<file path="src/rtl/fetch_ctrl_if.sv">
// fetch_ctrl_if - instruction-memory request/acknowledge bus.
//   imem_req    fetcher -> memory  fetch request
//   imem_addr   fetcher -> memory  fetch address
//   imem_ack    memory -> fetcher  response valid
//   imem_rdata  memory -> fetcher  instruction word, valid with imem_ack
// master: the fetch controller. slave: the instruction memory.
interface fetch_ctrl_if;
    logic        imem_req;
    logic [31:0] imem_addr;
    logic        imem_ack;
    logic [31:0] imem_rdata;

    modport master (output imem_req, output imem_addr,
                    input  imem_ack, input  imem_rdata);
    modport slave  (input  imem_req, input  imem_addr,
                    output imem_ack, output imem_rdata);
endinterface

</file>
<file path="src/rtl/fetch_ctrl.sv">
// fetch_ctrl - PC sequencer and instruction-fetch FSM for the single-cycle
// RV32UI core. Drives the external pc register's next_pc, runs the imem
// handshake, presents the fetched word, and applies stall/halt/redirect.
// A fetch timeout or a misaligned redirect target traps into a sticky FAULT.
// Ports:
//   clk, rst_n          clock, asynchronous active-low reset
//   pc / next_pc        current PC in, next PC out (combinational)
//   imem                instruction-memory bus (master side)
//   instr, instr_valid  registered instruction, valid while executing
//   stall, halt         core back-pressure and stop request
//   redirect_valid/pc   taken branch/jump and its target
//   halted, fault       terminal-state flags
//   fault_cause/pc      01 timeout, 10 misaligned redirect; offending address
//   instret             retired-instruction counter (wraps)
module fetch_ctrl #(
    parameter logic [31:0] BASE_PC        = 32'h0000_0000,
    parameter int          TIMEOUT_CYCLES = 16
) (
    input  logic              clk,
    input  logic              rst_n,
    input  logic [31:0]       pc,
    output logic [31:0]       next_pc,
    fetch_ctrl_if.master      imem,
    output logic [31:0]       instr,
    output logic              instr_valid,
    input  logic              stall,
    input  logic              redirect_valid,
    input  logic [31:0]       redirect_pc,
    input  logic              halt,
    output logic              halted,
    output logic              fault,
    output logic [1:0]        fault_cause,
    output logic [31:0]       fault_pc,
    output logic [31:0]       instret
);

    localparam logic [2:0] S_START = 3'd0;
    localparam logic [2:0] S_FETCH = 3'd1;
    localparam logic [2:0] S_EXEC  = 3'd2;
    localparam logic [2:0] S_HALT  = 3'd3;
    localparam logic [2:0] S_FAULT = 3'd4;

    localparam logic [1:0] CAUSE_TIMEOUT  = 2'b01;
    localparam logic [1:0] CAUSE_MISALIGN = 2'b10;

    // Last un-acked FETCH cycle before the timeout trap fires.
    localparam logic [7:0] WAIT_LAST = 8'(TIMEOUT_CYCLES - 1);

    logic [2:0] state;
    logic [7:0] wait_cnt;
    logic       redirect_misaligned;

    assign redirect_misaligned = redirect_pc[1:0] != 2'b00;

    assign imem.imem_req  = (state == S_FETCH);
    assign imem.imem_addr = pc;
    assign instr_valid    = (state == S_EXEC);
    assign halted         = (state == S_HALT);
    assign fault          = (state == S_FAULT);

    // The pc register only moves on a retire: EXEC with no stall, no halt,
    // and no misaligned redirect. Everything else holds.
    always_comb begin
        next_pc = pc;
        if (state == S_EXEC && !stall && !halt) begin
            if (!redirect_valid)
                next_pc = pc + 32'd4;
            else if (!redirect_misaligned)
                next_pc = redirect_pc;
        end
    end

    always_ff @(posedge clk or negedge rst_n) begin
        if (!rst_n) begin
            state       <= S_START;
            wait_cnt    <= '0;
            instr       <= '0;
            fault_cause <= '0;
            fault_pc    <= '0;
            instret     <= '0;
        end else begin
            case (state)
                S_START: begin
                    state    <= S_FETCH;
                    wait_cnt <= '0;
                end
                S_FETCH: begin
                    // An ack on the last allowed cycle still wins over the trap.
                    if (imem.imem_ack) begin
                        instr <= imem.imem_rdata;
                        state <= S_EXEC;
                    end else if (wait_cnt == WAIT_LAST) begin
                        state       <= S_FAULT;
                        fault_cause <= CAUSE_TIMEOUT;
                        fault_pc    <= pc;
                    end else begin
                        wait_cnt <= wait_cnt + 8'd1;
                    end
                end
                S_EXEC: begin
                    if (stall) begin
                        state <= S_EXEC;
                    end else if (halt) begin
                        state <= S_HALT;
                    end else if (redirect_valid && redirect_misaligned) begin
                        state       <= S_FAULT;
                        fault_cause <= CAUSE_MISALIGN;
                        fault_pc    <= redirect_pc;
                    end else begin
                        instret  <= instret + 32'd1;
                        state    <= S_FETCH;
                        wait_cnt <= '0;
                    end
                end
                default: begin
                    // HALT and FAULT are absorbing until reset.
                    state <= state;
                end
            endcase
        end
    end

    // START only follows reset, so the pc register must still hold its reset value.
    a_start_pc: assert property (@(posedge clk) disable iff (!rst_n)
                                 (state == S_START) |-> (pc == BASE_PC));

endmodule

</file>
<file path="src/flat_wrapper.sv">
// flat-port wrapper written by rule: the top's interface ports become plain ports
module fetch_ctrl_flat 
#(
    parameter logic [31:0] BASE_PC        = 32'h0000_0000,
    parameter int          TIMEOUT_CYCLES = 16
)
  (clk, rst_n, pc, next_pc, instr, instr_valid, stall, redirect_valid, redirect_pc, halt, halted, fault, fault_cause, fault_pc, instret, imem_imem_req, imem_imem_addr, imem_imem_ack, imem_imem_rdata);
  fetch_ctrl_if imem_i ();
  input  logic clk;
  input  logic rst_n;
  input  logic [31:0] pc;
  output logic [31:0] next_pc;
  output logic [31:0] instr;
  output logic instr_valid;
  input  logic stall;
  input  logic redirect_valid;
  input  logic [31:0] redirect_pc;
  input  logic halt;
  output logic halted;
  output logic fault;
  output logic [1:0] fault_cause;
  output logic [31:0] fault_pc;
  output logic [31:0] instret;
  output wire logic [$bits(imem_i.imem_req)-1:0] imem_imem_req;
  output wire logic [$bits(imem_i.imem_addr)-1:0] imem_imem_addr;
  input wire logic [$bits(imem_i.imem_ack)-1:0] imem_imem_ack;
  input wire logic [$bits(imem_i.imem_rdata)-1:0] imem_imem_rdata;
  assign imem_imem_req = imem_i.imem_req;
  assign imem_imem_addr = imem_i.imem_addr;
  assign imem_i.imem_ack = imem_imem_ack;
  assign imem_i.imem_rdata = imem_imem_rdata;
  fetch_ctrl #(.BASE_PC(BASE_PC), .TIMEOUT_CYCLES(TIMEOUT_CYCLES)) u_core (.clk(clk), .rst_n(rst_n), .pc(pc), .next_pc(next_pc), .imem(imem_i), .instr(instr), .instr_valid(instr_valid), .stall(stall), .redirect_valid(redirect_valid), .redirect_pc(redirect_pc), .halt(halt), .halted(halted), .fault(fault), .fault_cause(fault_cause), .fault_pc(fault_pc), .instret(instret));
endmodule
</file>
<file path="config.mk">
export PLATFORM = sky130hd
export DESIGN_NAME = fetch_ctrl_flat
export DESIGN_NICKNAME = d
export VERILOG_FILES = /design/src/rtl/fetch_ctrl_if.sv /design/src/rtl/fetch_ctrl.sv /design/src/flat_wrapper.sv
export SDC_FILE = /design/constraint.sdc
export NUM_CORES = 1
export LEC_CHECK = 0
export CORE_AREA = 2 2 131 133
export DETAILED_ROUTE_END_ITERATION = 12
export DIE_AREA = 0 0 133 135
export PLACE_DENSITY = 0.79
export SLEW_MARGIN = 30
export SYNTH_ARGS = -nofsm -noshare
export SYNTH_HDL_FRONTEND = slang
export SYNTH_SLANG_ARGS = --single-unit
</file>
<file path="constraint.sdc">
create_clock -name clk -period 3.3 [get_ports clk]
set_input_delay 0.99 -clock clk [delete_from_list [all_inputs] [get_ports clk]]
set_output_delay 0.99 -clock clk [all_outputs]
set_load 0.1 [all_outputs]
</file>
==> results.yml <==
clock_network:
  htree_levels: 3
  cts_buffer_depth: 2
  root_buffer: "clkbuf_16"
  cts_made_buffers: 9
  clk_pin_slew_ns: 0.08
  cts_tree: "built"
  clock_sinks: 109
  worstSkewPairLatency_ns: 0.36
  cts.hold.buffers_added: 0
critical_path:
  r2r-start: "u_core.state[2]"
  worstReg2RegEnd: "u_core.instret[24]"
  arrival_ns: 2.51
  start_kind: "primary input"
  crit_start: "halt"
  slowest_delay_ns: 0.26
  timing.critical_path.mode_cell: "buf_12"
  path_class: "in -> out"
  r2r_slack_ns: 0.96
  cp_cell_sequence: "buf_8, or2_4, buf_6, nor2_4, buf_12, buf_12, nor2_1, a211oi_4, buf_12"
  endpoint: "next_pc[9]"
  end_kind: "primary output"
  slowest_stage: "or2_4"
  crit_fanout: 8
  rr_worst_depth: 8
  required_ns: 2.31
sta:
  period_needed_ns: 3.50
  drv_slew: 0
  rsz0062_at_grt: "true"
  tightest_slew_ns: 0.589
  hold_violations: 0
  finClkSkew_ns: 0.00663
  setup_ws_ns: -0.204
  slew_headroom_pct: 60.4
  clock.fmax_mhz: 285
  hold_ws_ns: 0.483
  min_period_over_period_pct: 106
  setup_viol: 31
synth:
  async_reset_ff_share_pct: 100
  synth_area_per_cell_um2: 9.27
  synth_area_leaders: "dfrtp_1 (42%), mux2_2 (5.9%), mux2i_1 (4.9%)"
  yosysSeqAreaShare_pct: 41.8
  synthCells: 703
  synth_commonest_cells: "dfrtp_1 (109), nand2_1 (75), o21ai_0 (42), mux2_2 (34), buf_4 (33)"
  ys_ff_latch: 109
  synth_edf_count: 0
  yosysTopAreaCellShare_pct: 41.8
  synthFlopType: "dfrtp_1"
  yosysMostFrequentCell: "dfrtp_1"
  yosysUniqueCellTypes: 62
  netlist.top_cell.by_area: "dfrtp_1"
  synth_warnings: 0
  syn-num-nets: 808
  netlist_area_mm2: 0.00652
global_route:
  grt_max_degree: 48
  grt_pass1_wl_mm: 39.2
  track_usage_pct: 27.5
  grt_antenna_before_repair: 1
  grt_remaining_overflow: 0
  grt_pass1_vias: 7265
detailed_routing:
  drt-wirelength-per-cell_um: 19.7
  wirelength_mm: 25.1
  drt_iter0_drc: 368
  vias: 7091
  viasPerCell: 5.57
  ant_nets: 0
  drt_first_pass_iters: 5
  drc: 0
floorplan:
  core_mm2: 0.0164
  fp-row-count: 47
  die_h_um: 135
  initial_core_util_pct: 39.7
  dieArea_mm2: 0.0180
  fp.dieW_um: 133
  pin_count: 268
job:
  max_cap_viol_count: 0
min_path:
  min_path_cells: 2
  hold_class: "reg -> reg"
placed_design:
  portBuffers: 267
  pre_cts_ws_ns: -0.764
  dp_cells: 1220
  place_congestion: 0.871
  dpl.hpwl_mm: 17.9
finish:
  drive_above_1_share_pct: 50.6
  fin_cells: 1273
  area_delta_synth_final_pct: 83.9
  nets: 1152
status:
  violations: "negative setup slack"
  status: "finished with violations"
power:
  powerDensity_mw_per_mm2: 318
  vdd_drop_max_mv: 0.236
  p_leak_nw: 5.45
-- layout make-up --
type,count,area (µm²)
clock buffers,10,239
well taps,220,275
fillers,1072,4420
flip-flops and latches,109,2730
multi-input cells,503,4260
inverters,11,48.8
diodes,1,2.50
repair buffers,413,4370
clock inverters,6,62.6
-- placed cells by master (no fill, tap or decap), types with 6 or more instances in the layout --
master / count
buf_4: 205
dfrtp_1: 109
buf_12: 74
nand2_1: 68
clkdlybuf4s50_1: 66
buf_6: 43
o21ai_0: 37
mux2_2: 33
mux2i_1: 31
xnor2_1: 28
nand4_1: 24
nand3_1: 22
nor2_1: 22
a21oi_1: 15
and3_1: 14
o22ai_2: 12
buf_2: 12
a21oi_2: 9
nor3_2: 9
o221a_4: 9
o21ai_1: 9
clkbuf_16: 9
inv_1: 8
and3_4: 8
a31oi_1: 8
o22ai_1: 8
nor2_2: 7
o22ai_4: 7
and4_1: 6
a211oi_4: 6
-- where the power goes --
group | leakage [nW] | internal, W | total (W) | switching (W)
clock network | 0.142 | 0.000554 | 0.00112 | 0.000565
registers | 1.47 | 0.00136 | 0.00137 | 0.0000128
logic | 3.85 | 0.000491 | 0.00133 | 0.000838
total | 5.45 | 0.00240 | 0.00382 | 0.00142
-- per-layer routing --
metal  track usage [%]  wire, µm  part of all wire (%)  up-vias
met5                 0         0                     0        -
li1                  -         -                     -     3231
met4              10.3       750                   3.0        0
met3              6.76      2080                   8.3       62
met1              33.0      9700                    39     3449
met2              48.1     12600                    50      349
-- registers in the layout, indices dropped and copies added (netlist names) --
name,cells
u_core.instret,32
u_core.fault_pc,32
u_core.fault_cause,2
u_core.wait_cnt,8
u_core.state,3
u_core.instr,32
-- worst min path at each step --
stage                        startpoint             endpoint
global placement     u_core.fault_pc[5]   u_core.fault_pc[5]
CTS                  u_core.fault_pc[9]   u_core.fault_pc[9]
detailed placement  u_core.fault_pc[16]  u_core.fault_pc[16]
global route           u_core.instr[16]     u_core.instr[16]
finish               u_core.fault_pc[9]   u_core.fault_pc[9]
floorplan            u_core.wait_cnt[7]   u_core.wait_cnt[7]
-- per-stage QoR --
step | utilization [%] | power (W) | area [µm²] | setup TNS (ns)
floorplan | - | 0.00213 | 7000 | -6.38
global placement | 65.3 | 0.00264 | 10700 | -18.85
detailed placement | 65.3 | 0.00265 | 10700 | -19.08
CTS | 72.4 | 0.00382 | 11900 | -4.27
global route | 73.0 | 0.00393 | 12000 | -5.90
finish | 73.1 | 0.00382 | 12000 | -4.43
-- worst max-delay path: cells and delay by family --
family,cells,cell delay (ns)
AO/OA/AOI/OAI,1,0.21
AND/OR/NAND/NOR,3,0.53
buffers and inverters,5,0.76
-- repair_timing --
action	CTS	global route
gates cloned	3	0
resized for setup	264	39
setup endpoints to repair	32	32
pin swaps	66	32
setup buffers	33	8
-- cell families (layout without fill, tap and decap cells) --
family / count (synthesis) / after routing / synth area share, %
and+or+nand+nor: 243 / 244 / 19.5
AOI/OAI and AO/OA: 159 / 159 / 15.4
DFF: 109 / 109 / 41.8
buffers and inverters: 92 / 440 / 7.71
muxes: 66 / 66 / 10.8
xor gates and xnor gates: 31 / 31 / 4.16
adders and majority gates: 3 / 3 / 0.576
other: 0 / 1 / 0
No activity file was read; power rests on OpenSTA's default activity.
